<file path="config.mk">
export PLATFORM = sky130hd
export DESIGN_NAME = output_serializer
export DESIGN_NICKNAME = d
export VERILOG_FILES = /design/src/rtl/output_serializer.sv
export SDC_FILE = /design/constraint.sdc
export NUM_CORES = 1
export LEC_CHECK = 0
export BUFFER_PORTS_ARGS = -buffer_cell sky130_fd_sc_hd__clkbuf_2
export CAP_MARGIN = 15
export CORE_MARGIN = 1
export CORE_UTILIZATION = 55
export DETAILED_ROUTE_END_ITERATION = 16
export HOLD_SLACK_MARGIN = 0.06
export PLACE_DENSITY = 0.74
export SYNTH_ARGS = -nofsm -noshare
export SYNTH_HDL_FRONTEND = slang
export SYNTH_SLANG_ARGS = --single-unit
export TNS_END_PERCENT = 20
</file>
<file path="constraint.sdc">
create_clock -name clk -period 3.2 [get_ports clk]
set_clock_uncertainty 0.1 [all_clocks]
set_input_delay 0.96 -clock clk [delete_from_list [all_inputs] [get_ports clk]]
set_output_delay 0.96 -clock clk [all_outputs]
set_load 0.01 [all_outputs]
</file>
<file path="src/rtl/output_serializer.sv">
// Buffers quantized result vectors in a small vector FIFO and serializes them,
// feature 0 first, onto a valid/ready element stream with a per-vector last marker.
module output_serializer #(
  parameter int unsigned PRECISION    = 8,
  parameter int unsigned NUM_FEATURES = 2,
  parameter int unsigned FIFO_DEPTH   = 4,
  parameter int unsigned STALL_MARGIN = 2
) (
  input  logic                                clk,
  input  logic                                rst,
  input  logic                                in_valid,
  input  logic [NUM_FEATURES*PRECISION-1:0]   in_data,
  output logic                                stall,
  output logic                                m_valid,
  output logic [PRECISION-1:0]                m_data,
  output logic                                m_last,
  input  logic                                m_ready,
  output logic [$clog2(FIFO_DEPTH+1)-1:0]     fill,
  output logic                                overflow
);

  localparam int unsigned VEC_W    = NUM_FEATURES * PRECISION;
  localparam int unsigned PTR_W    = (FIFO_DEPTH > 1) ? $clog2(FIFO_DEPTH) : 1;
  localparam int unsigned FILL_W   = $clog2(FIFO_DEPTH + 1);
  localparam int unsigned IDX_W    = (NUM_FEATURES > 1) ? $clog2(NUM_FEATURES) : 1;
  localparam int unsigned LAST_IDX = NUM_FEATURES - 1;

  typedef enum logic {
    IDLE = 1'b0,
    SEND = 1'b1
  } state_e;

  state_e                state_q, state_d;
  logic [PTR_W-1:0]      wr_ptr_q, wr_ptr_d;
  logic [PTR_W-1:0]      rd_ptr_q, rd_ptr_d;
  logic [FILL_W-1:0]     fill_q, fill_d;
  logic [IDX_W-1:0]      idx_q, idx_d;
  logic [PRECISION-1:0]  m_data_q, m_data_d;
  logic                  m_last_q, m_last_d;
  logic                  stall_q, stall_d;
  logic                  overflow_q, overflow_d;

  logic [VEC_W-1:0]      mem_q [FIFO_DEPTH];
  logic [VEC_W-1:0]      head_vec;
  logic                  wr_en;
  logic                  hs;
  logic                  pop;

  // Next-state, FIFO bookkeeping and registered output precompute
  always_comb begin
    state_d    = state_q;
    wr_ptr_d   = wr_ptr_q;
    rd_ptr_d   = rd_ptr_q;
    fill_d     = fill_q;
    idx_d      = idx_q;
    overflow_d = overflow_q;
    m_data_d   = '0;
    m_last_d   = 1'b0;
    head_vec   = '0;

    wr_en = in_valid && (fill_q != FILL_W'(FIFO_DEPTH));
    hs    = (state_q == SEND) && m_ready;
    pop   = hs && (idx_q == IDX_W'(LAST_IDX));

    if (hs) begin
      idx_d = pop ? '0 : idx_q + IDX_W'(1);
    end
    if (pop) begin
      rd_ptr_d = rd_ptr_q + PTR_W'(1);
    end
    if (wr_en) begin
      wr_ptr_d = wr_ptr_q + PTR_W'(1);
    end
    if (in_valid && !wr_en) begin
      overflow_d = 1'b1;
    end

    case ({wr_en, pop})
      2'b10:   fill_d = fill_q + FILL_W'(1);
      2'b01:   fill_d = fill_q - FILL_W'(1);
      default: fill_d = fill_q;
    endcase

    case (state_q)
      IDLE: if (wr_en) state_d = SEND;
      SEND: if (pop && !wr_en && (fill_q == FILL_W'(1))) state_d = IDLE;
      default: state_d = IDLE;
    endcase

    // A vector written into an empty FIFO is forwarded so element 0 appears next cycle
    head_vec = mem_q[rd_ptr_d];
    if (wr_en && (wr_ptr_q == rd_ptr_d)) begin
      head_vec = in_data;
    end

    if (state_d == SEND) begin
      for (int i = 0; i < int'(NUM_FEATURES); i++) begin
        if (IDX_W'(i) == idx_d) begin
          m_data_d = head_vec[i*PRECISION +: PRECISION];
        end
      end
      m_last_d = (idx_d == IDX_W'(LAST_IDX));
    end

    stall_d = (FILL_W'(FIFO_DEPTH) - fill_d) <= FILL_W'(STALL_MARGIN);
  end

  always_ff @(posedge clk) begin
    if (!rst) begin
      state_q    <= IDLE;
      wr_ptr_q   <= '0;
      rd_ptr_q   <= '0;
      fill_q     <= '0;
      idx_q      <= '0;
      m_data_q   <= '0;
      m_last_q   <= 1'b0;
      stall_q    <= 1'b0;
      overflow_q <= 1'b0;
    end else begin
      state_q    <= state_d;
      wr_ptr_q   <= wr_ptr_d;
      rd_ptr_q   <= rd_ptr_d;
      fill_q     <= fill_d;
      idx_q      <= idx_d;
      m_data_q   <= m_data_d;
      m_last_q   <= m_last_d;
      stall_q    <= stall_d;
      overflow_q <= overflow_d;
    end
  end

  // Vector storage is intentionally not reset
  always_ff @(posedge clk) begin
    if (rst && wr_en) begin
      mem_q[wr_ptr_q] <= in_data;
    end
  end

  assign m_valid  = (state_q == SEND);
  assign m_data   = m_data_q;
  assign m_last   = m_last_q;
  assign stall    = stall_q;
  assign fill     = fill_q;
  assign overflow = overflow_q;

endmodule
</file>
==> impl_metrics.csv, run 1 <==
group,metric,value,unit
outcome,outcome,"complete, no violations",
route,drt-vias-per-instance,5.96,
placed_design,place.port_buffers,34,
synthesis,syn-num-nets,345,
worst_setup_path,crit_arrival,2.77,ns
timing,totalNegativeSetupSlack,0,ns
worst_setup_path,crit_chain,"clkbuf_2 -> and2_1 -> ha_1 -> and2_1 -> xnor3_2 -> or2_1 -> o21ai_1 -> o22ai_1",
timing,slew_violations,0,
worst_setup_path,required,3.33,ns
route,ant_nets,0,
timing,fin_worst_hold_slack,0.414,ns
power_and_ir_drop,power_leakage,1.69,nW
route,drt_first_iter_violations,215,
power_and_ir_drop,vdd_drop_max,0.346,mV
synthesis,post_synth_num_cell_types,46,
clock_tree,cts_made_buffers,9,
power_and_ir_drop,areal_power_density_over_the_cells,500,mW/mm^2
layout,finish.utilization,0.658,
layout,layout.cells.most_common,"sky130_fd_sc_hd__edfxtp_1",
grt,largest_net_degree_at_the_start_of_global_routing,24,
worst_setup_path,critical-path-max-stage-delay,0.42,ns
clock_tree,holdBufCountCts,0,
clock_tree,tritoncts,"built",
layout,multi_input_area,0.00152,sq mm
placed_design,placedCellCount,443,
worst_setup_path,path_max_fanout,9,
worst_setup_path,worstSetupStartpointType,"primary input",
layout,fin_nets,389,
layout,final-instance-count-excl-fill,459,
worst_setup_path,worst-r2r-cell-count,10,
hold_path,worst_hold_path.num_cells,2,
synthesis,dominantRegCellSynth,"sky130_fd_sc_hd__edfxtp_1",
floorplan,die_h,87.0,um
clock_tree,cts.sinks,84,
floorplan,top_ports,35,
layout,layout_common_cells,"64 x sky130_fd_sc_hd__edfxtp_1, 34 x sky130_fd_sc_hd__clkbuf_2, 21 x sky130_fd_sc_hd__mux2i_1, 20 x sky130_fd_sc_hd__a21oi_1, 20 x sky130_fd_sc_hd__dfxtp_1",
worst_setup_path,setup.reg_to_reg.worst_slack,0.81,ns
route,post_drt_wl_per_cell,18.0,um
synthesis,number_of_enable_type_register_cells_in_the_synthesized_netlist,64,
timing,measured_slew_at_the_worst_slew_check_pin,0.740,ns
floorplan,die-area,0.00757,sq mm
synthesis,sequential_share_of_the_synthesized_area,0.585,
flow_run,cap_violations,0,
grt,number_of_antenna_violations_at_the_first_check_in_global_routing,0,
timing,unrepaired_setup_endpoints_after_global_routing,"no",
clock_tree,htree_num_levels,3,
grt,globalRouteOverflowTotal,0,
timing,fmaxAchievable,379,MHz
worst_setup_path,critical_path.slowest_cell,"sky130_fd_sc_hd__ha_1",
grt,gr-usage-all-layers,0.234,
layout,fill_cells,539,
layout,share_of_post_route_cells_with_drive_strength_above_1,0.215,
synthesis,synthesis.area,0.00397,sq mm
clock_tree,post_cts.repair.setup_buffers,0,
timing,finalCriticalPeriod,2.64,ns
clock_tree,postCtsResizedCells,0,
synthesis,synth_seq_cells,84,
grt,global_route_wire_length_before_repair,13000,um
placed_design,routabilityCongestion,0.860,
layout,antenna-diode-count,0,
worst_setup_path,endpoint_kind,"register",
placed_design,dpl.hpwl,5590,um
worst_setup_path,critical_path.most_common_cell,"sky130_fd_sc_hd__and2_1",
layout,area.sequential,0.00232,sq mm
timing,timing.final.hold_violations,0,
worst_setup_path,crit_type,"primary input to register",
synthesis,syn-mean-instance-area,12.7,sq um
timing,final_min_period_over_clock_period,0.825,
clock_tree,clockRootBuffer,"sky130_fd_sc_hd__clkbuf_8",
clock_tree,cts.reportedPaths.clkPinSlew,0.09,ns
floorplan,initial_cell_density_of_the_core,0.578,
route,drt_pre_antenna_iters,5,
clock_tree,cts-root-to-sink-buffers,2,
grt,number_of_global_route_vias_before_repair,2589,
timing,maxSlewHeadroom,0.506,
hold_path,worst_hold_path_type,"register to register",
route,vias,2736,
synthesis,synth_warnings,0,
clock_tree,clk-insertion-delay-late,0.36,ns
layout,area_growth_from_synthesis_to_layout,13.7,%
synthesis,asyncSetResetFlopFracSynth,0,
floorplan,die-width,87.0,um
timing,report.final.setup_viol,0,
route,post-route-drc-count,0,
floorplan,rows,30,
route,drt_wl_total,8250,um
floorplan,core-area,0.00687,sq mm
synthesis,synthCells,314,
-- stage by stage --
step	cell area, sq um	total power [mW]	setup WS (ns)
final	4520	2.26	0.561
after global routing	4520	2.34	0.415
after CTS	4520	2.27	0.591
after detailed placement	4310	1.51	0.218
after global placement	4310	1.50	0.293
after floorplan	3970	1.42	0.429
-- critical path, delay by kind of cell --
kind            cells  cell delay [ns]
compound gates      2             0.26
xor+xnor            1             0.36
fa+ha+maj           1             0.42
buf+inv             1             0.07
simple gates        3             0.71
-- logic make-up (layout without fill, tap and decap cells) --
family / count (synthesis) / after routing / synth area share
AO/OA/AOI/OAI: 88 / 88 / 0.155
flip-flops: 84 / 84 / 0.585
AND/OR/NAND/NOR: 69 / 69 / 0.0926
multiplexers: 29 / 29 / 0.0756
buffers and inverters: 27 / 76 / 0.0334
adder cells (fa/ha/maj): 11 / 11 / 0.0346
XOR/XNOR: 6 / 6 / 0.0243
-- worst paths after layout --
kind | startpoint | endpoint
worst min-delay path | overflow | overflow
worst min register to register | overflow | overflow
worst max-delay path | m_ready | m_data[0]
worst max register to register | fill[0] | stall
-- per-layer routing --
metal / vias up / part of all wire / track usage
li1: 1309 / - / -
met1: 1310 / 0.45 / 0.308
met2: 102 / 0.47 / 0.372
met3: 15 / 0.058 / 0.0654
met4: 0 / 0.017 / 0.0848
met5: - / 0 / 0
-- cell type report --
type	count	area share
multi-input combinational	203	0.336
timing repair buffer	50	0.0698
clock inverter	7	0.0180
sequential	84	0.514
clock buffer	9	0.0274
tap	96	0.0266
inverter	10	0.00831
-- cells in the mapped netlist, types with 4 or more instances --
master                       n  area (sq um)
sky130_fd_sc_hd__o211ai_1    6          45.0
sky130_fd_sc_hd__clkbuf_1    6          22.5
sky130_fd_sc_hd__dfxtp_1    20           400
sky130_fd_sc_hd__nand2_1    13          48.8
sky130_fd_sc_hd__ha_1       11           138
sky130_fd_sc_hd__mux2_2      8          90.1
sky130_fd_sc_hd__and2_1      5          31.3
sky130_fd_sc_hd__a211oi_1   10          75.1
sky130_fd_sc_hd__mux2i_1    21           210
sky130_fd_sc_hd__inv_1       8          30.0
sky130_fd_sc_hd__a2bb2oi_1   5          43.8
sky130_fd_sc_hd__a221oi_1    9          78.8
sky130_fd_sc_hd__o2bb2ai_1   5          43.8
sky130_fd_sc_hd__o21ai_1     6          30.0
sky130_fd_sc_hd__buf_4       5          37.5
sky130_fd_sc_hd__edfxtp_1   64          1920
sky130_fd_sc_hd__and3_1      4          25.0
sky130_fd_sc_hd__nor2b_1     8          50.1
sky130_fd_sc_hd__nor2_1     15          56.3
sky130_fd_sc_hd__nor3b_1     5          37.5
sky130_fd_sc_hd__a22o_1      5          43.8
sky130_fd_sc_hd__or3_1       6          37.5
sky130_fd_sc_hd__nor3_1      7          35.0
sky130_fd_sc_hd__a21oi_1    20           100
sky130_fd_sc_hd__o22ai_1    13          81.3
-- where the power goes --
| group | internal [mW] | leakage [nW] | total [mW] | switching [mW] |
|---|---|---|---|---|
| Clock | 0.373 | 0.101 | 0.773 | 0.400 |
| Combinational | 0.106 | 0.847 | 0.252 | 0.145 |
| Sequential | 1.21 | 0.745 | 1.23 | 0.0202 |
| Total | 1.69 | 1.69 | 2.26 | 0.565 |
-- flip-flops by register name, indices dropped and copies added (netlist names) --
signal and cells:
fill 3, idx_q 1, m_data 8, m_last 1, m_valid 1, mem_q 64
overflow 1, rd_ptr_q 2, stall 1, wr_ptr_q 2
Note: power is estimated with default switching activity, not from simulation.
==> run 2: changes to the inputs <==
ABC_AREA = 1   (was unset)
CORE_UTILIZATION = 53   (was 55)
PLACE_DENSITY = 0.75   (was 0.74)
clock period = 2.42 ns   (was 3.2 ns; I/O delays follow)
==> run 2 against run 1 <==
Critical path depth rose by 6. Sequential share of layout area is 0.77 points lower. Area after synthesis is 0.25% higher. Via count up 7.4%. Sequential cell count unchanged. Die area grew 3.9%. Non-clock buffer count grew 2. Cell area increased by 1.6%. Register-to-register slack worse by 0.57 ns. Critical path type is now register to register.
==> impl_metrics.csv, run 2 <==
group,metric,value,unit
outcome,outcome,"complete, no violations",
floorplan,die_h,88.7,um
worst_setup_path,crit_type,"register to register",
power_and_ir_drop,areal_power_density_over_the_cells,646,mW/mm^2
worst_setup_path,required,2.57,ns
worst_setup_path,critical_path.most_common_cell,"sky130_fd_sc_hd__inv_1",
floorplan,rows,31,
clock_tree,cts-root-to-sink-buffers,2,
timing,fmaxAchievable,458,MHz
worst_setup_path,path_max_fanout,5,
timing,unrepaired_setup_endpoints_after_global_routing,"no",
floorplan,die-width,88.7,um
worst_setup_path,timing.critical_path.max_delay_family,"adder cells",
power_and_ir_drop,power_leakage,2.14,nW
synthesis,syn-mean-instance-area,9.39,sq um
power_and_ir_drop,switching_power_summed_over_all_nets,0.752,mW
layout,layout.cells.most_common,"sky130_fd_sc_hd__nand2_1",
timing,final_min_period_over_clock_period,0.901,
synthesis,synth.top_cells.by_count,"110 x sky130_fd_sc_hd__nand2_1, 69 x sky130_fd_sc_hd__inv_1, 69 x sky130_fd_sc_hd__nand3_1",
worst_setup_path,crit_chain,"inv_1 -> ha_1 -> nand2_1 -> inv_1 -> nor2_4 -> inv_1 -> ha_1 -> inv_1 -> o21ai_0 -> a21oi_1 -> a21oi_1 -> nor2_1 -> o21ai_0 -> inv_1",
synthesis,number_of_enable_type_register_cells_in_the_synthesized_netlist,64,
clock_tree,cts.sinks,84,
synthesis,syn-num-nets,455,
timing,report.final.setup_viol,0,
placed_design,pre_cts_ws,-0.0152,ns
worst_setup_path,endpoint_kind,"register",
grt,grt-busiest-layer,"met2",
timing,finalCriticalPeriod,2.18,ns
power_and_ir_drop,p_int,2.21,mW
grt,gr-usage-all-layers,0.235,
worst_setup_path,critical_path_buf_inv_count,5,
synthesis,synth_seq_cells,84,
layout,largest_register_ff_count,64,
route,drt_pre_antenna_iters,4,
worst_setup_path,critical-path-max-stage-delay,0.38,ns
route,drt_first_iter_violations,177,
clock_tree,clockRootBuffer,"sky130_fd_sc_hd__clkbuf_8",
clock_tree,cts.reportedPaths.clkPinSlew,0.08,ns
worst_setup_path,critical_path.slowest_cell,"sky130_fd_sc_hd__dfxtp_2",
timing,fin_ws,0.239,ns
worst_setup_path,crit_arrival,2.33,ns
synthesis,yosys.area.top_type_share,0.483,
synthesis,top_post_synthesis_cells_by_area,"sky130_fd_sc_hd__edfxtp_1 48%, sky130_fd_sc_hd__nand2_1 10%, sky130_fd_sc_hd__dfxtp_1 10%, sky130_fd_sc_hd__nand3_1 8.7%, sky130_fd_sc_hd__inv_1 6.5%",
synthesis,post_synth_num_cell_types,28,
power_and_ir_drop,power_share_of_the_clock_group,0.334,
grt,largest_net_degree_at_the_start_of_global_routing,33,
floorplan,top_ports,35,
synthesis,synthCells,424,
placed_design,dpl.hpwl,5520,um
synthesis,asyncSetResetFlopFracSynth,0,
timing,slew_violations,0,
synthesis,dominantRegCellSynth,"sky130_fd_sc_hd__edfxtp_1",
placed_design,placedCellCount,560,
power_and_ir_drop,seq_power_share,0.548,
floorplan,die-area,0.00787,sq mm
route,vias,2939,
power_and_ir_drop,power_frac_comb,0.118,
grt,number_of_antenna_violations_at_the_first_check_in_global_routing,0,
timing,fin_worst_hold_slack,0.376,ns
layout,fin_nets,503,
synthesis,synth_warnings,0,
timing,timing.final.hold_violations,0,
clock_tree,htree_num_levels,3,
layout,fill_cells,620,
grt,grt_use_met2,0.408,
synthesis,yosysTopAreaCell,"sky130_fd_sc_hd__edfxtp_1",
grt,met1_routing_resource_usage_after_global_routing,0.288,
grt,globalRouteOverflowTotal,0,
route,drt_wl_total,8140,um
timing,totalNegativeSetupSlack,0,ns
worst_setup_path,worstSetupStartpointType,"register",
grt,global_route_wire_length_before_repair,13400,um
hold_path,worst_hold_path_type,"register to register",
placed_design,routabilityCongestion,0.819,
layout,area_growth_from_synthesis_to_layout,15.3,%
synthesis,yosys.cell_count.top_type,"sky130_fd_sc_hd__nand2_1",
layout,largest_register,"mem_q",
power_and_ir_drop,vdd_drop_max,0.362,mV
floorplan,initial_cell_density_of_the_core,0.549,
route,post-route-drc-count,0,
layout,layout_common_cells,"110 x sky130_fd_sc_hd__nand2_1, 69 x sky130_fd_sc_hd__inv_1, 69 x sky130_fd_sc_hd__nand3_1, 64 x sky130_fd_sc_hd__edfxtp_1, 34 x sky130_fd_sc_hd__clkbuf_2",
grt,number_of_global_route_vias_before_repair,2829,
clock_tree,cts_made_buffers,9,
synthesis,synthesis.area,0.00398,sq mm
route,drt-vias-per-instance,5.10,
placed_design,place.port_buffers,34,
grt,grt.met3_usage,0.0429,
layout,share_of_post_route_cells_with_drive_strength_above_1,0.170,
power_and_ir_drop,sw_ratio,0.254,
route,post_drt_wl_per_cell,14.1,um
clock_tree,tritoncts,"built",
synthesis,sequential_share_of_the_synthesized_area,0.583,
clock_tree,clk-insertion-delay-late,0.36,ns
timing,maxSlewHeadroom,0.820,
layout,final-instance-count-excl-fill,576,
layout,antenna-diode-count,0,
route,ant_nets,0,
floorplan,core-area,0.00725,sq mm
timing,measured_slew_at_the_worst_slew_check_pin,0.271,ns
flow_run,cap_violations,0,
==> run 2: cell types whose count changed after synthesis, moves of 7 or more <==
cell                       delta
sky130_fd_sc_hd__inv_1       +61
sky130_fd_sc_hd__nand3_1     +69
sky130_fd_sc_hd__mux2_2       -8
sky130_fd_sc_hd__nand3b_1    +15
sky130_fd_sc_hd__a21oi_1      -7
sky130_fd_sc_hd__a211oi_1    -10
sky130_fd_sc_hd__nand2_1     +97
sky130_fd_sc_hd__a221oi_1     -9
sky130_fd_sc_hd__nor2b_1      -8
sky130_fd_sc_hd__nor3_1       -7
sky130_fd_sc_hd__mux2i_1     -21
sky130_fd_sc_hd__o22ai_1     -13
==> run 2: power groups by stage <==
stage / Combinational, mW / Sequential, mW / Clock (mW)
after floorplan: 0.211 / 1.66 / 0
after global placement: 0.340 / 1.66 / 0
after detailed placement: 0.349 / 1.66 / 0
after CTS: 0.351 / 1.63 / 1.01
after global routing: 0.399 / 1.63 / 1.08
final: 0.350 / 1.63 / 0.989
==> run 2: worst paths after layout <==
| kind | start | to | slack, ns | depth (start not counted) |
|---|---|---|---|---|
| max reg2reg | fill[0] | stall | 0.24 | 14 |
| max | fill[0] | stall | 0.24 | 14 |
| min reg2reg | overflow | overflow | 0.38 | 1 |
| min | overflow | overflow | 0.38 | 1 |
==> run 2: cell families after synthesis <==
family                     count (synthesis)  synth area share
and+or+nand+nor                          219             0.259
buffers and inverters                     88            0.0905
AOI/OAI and AO/OA                         22            0.0330
DFF                                       84             0.583
adders and majority gates                 11            0.0346
==> run 2: cell type report <==
class / count / area, sq um / share of cell area
Sequential cell: 84 / 2320 / 0.506
Inverter: 73 / 277 / 0.0602
Clock buffer: 9 / 124 / 0.0270
Timing Repair Buffer: 52 / 368 / 0.0801
Multi-Input combinational cell: 252 / 1300 / 0.283
Clock inverter: 7 / 75.1 / 0.0163
Tap cell: 99 / 124 / 0.0270
==> run 2: what timing repair did <==
item                                    CTS  global route
resized for setup                         0             2
hold buffers                              0             0
endpoints found under the setup margin    0             4
buffers inserted                          0             0
==> run 2: worst register-to-register path: stages (launching register included) <==
cell,delay [ns]
sky130_fd_sc_hd__dfxtp_2,0.38
sky130_fd_sc_hd__inv_1,0.08
sky130_fd_sc_hd__ha_1,0.19
sky130_fd_sc_hd__nand2_1,0.09
sky130_fd_sc_hd__inv_1,0.07
sky130_fd_sc_hd__nor2_4,0.08
sky130_fd_sc_hd__inv_1,0.06
sky130_fd_sc_hd__ha_1,0.35
sky130_fd_sc_hd__inv_1,0.08
sky130_fd_sc_hd__o21ai_0,0.08
sky130_fd_sc_hd__a21oi_1,0.06
sky130_fd_sc_hd__a21oi_1,0.17
sky130_fd_sc_hd__nor2_1,0.08
sky130_fd_sc_hd__o21ai_0,0.17
sky130_fd_sc_hd__inv_1,0.06
==> run 2: metrics by stage <==
stage / utilization / total power [mW] / instance area [sq um]
floorplan: - / 1.88 / 3980
global placement: 0.605 / 2.00 / 4390
detailed placement: 0.605 / 2.01 / 4390
CTS: 0.633 / 2.99 / 4590
global route: 0.633 / 3.11 / 4590
finish: 0.633 / 2.97 / 4590
==> run 2: layer usage <==
metal / wire [um] / share of wire
met2: 4180 / 0.51
met3: 347 / 0.043
met1: 3500 / 0.43
met5: 0 / 0
met4: 116 / 0.014
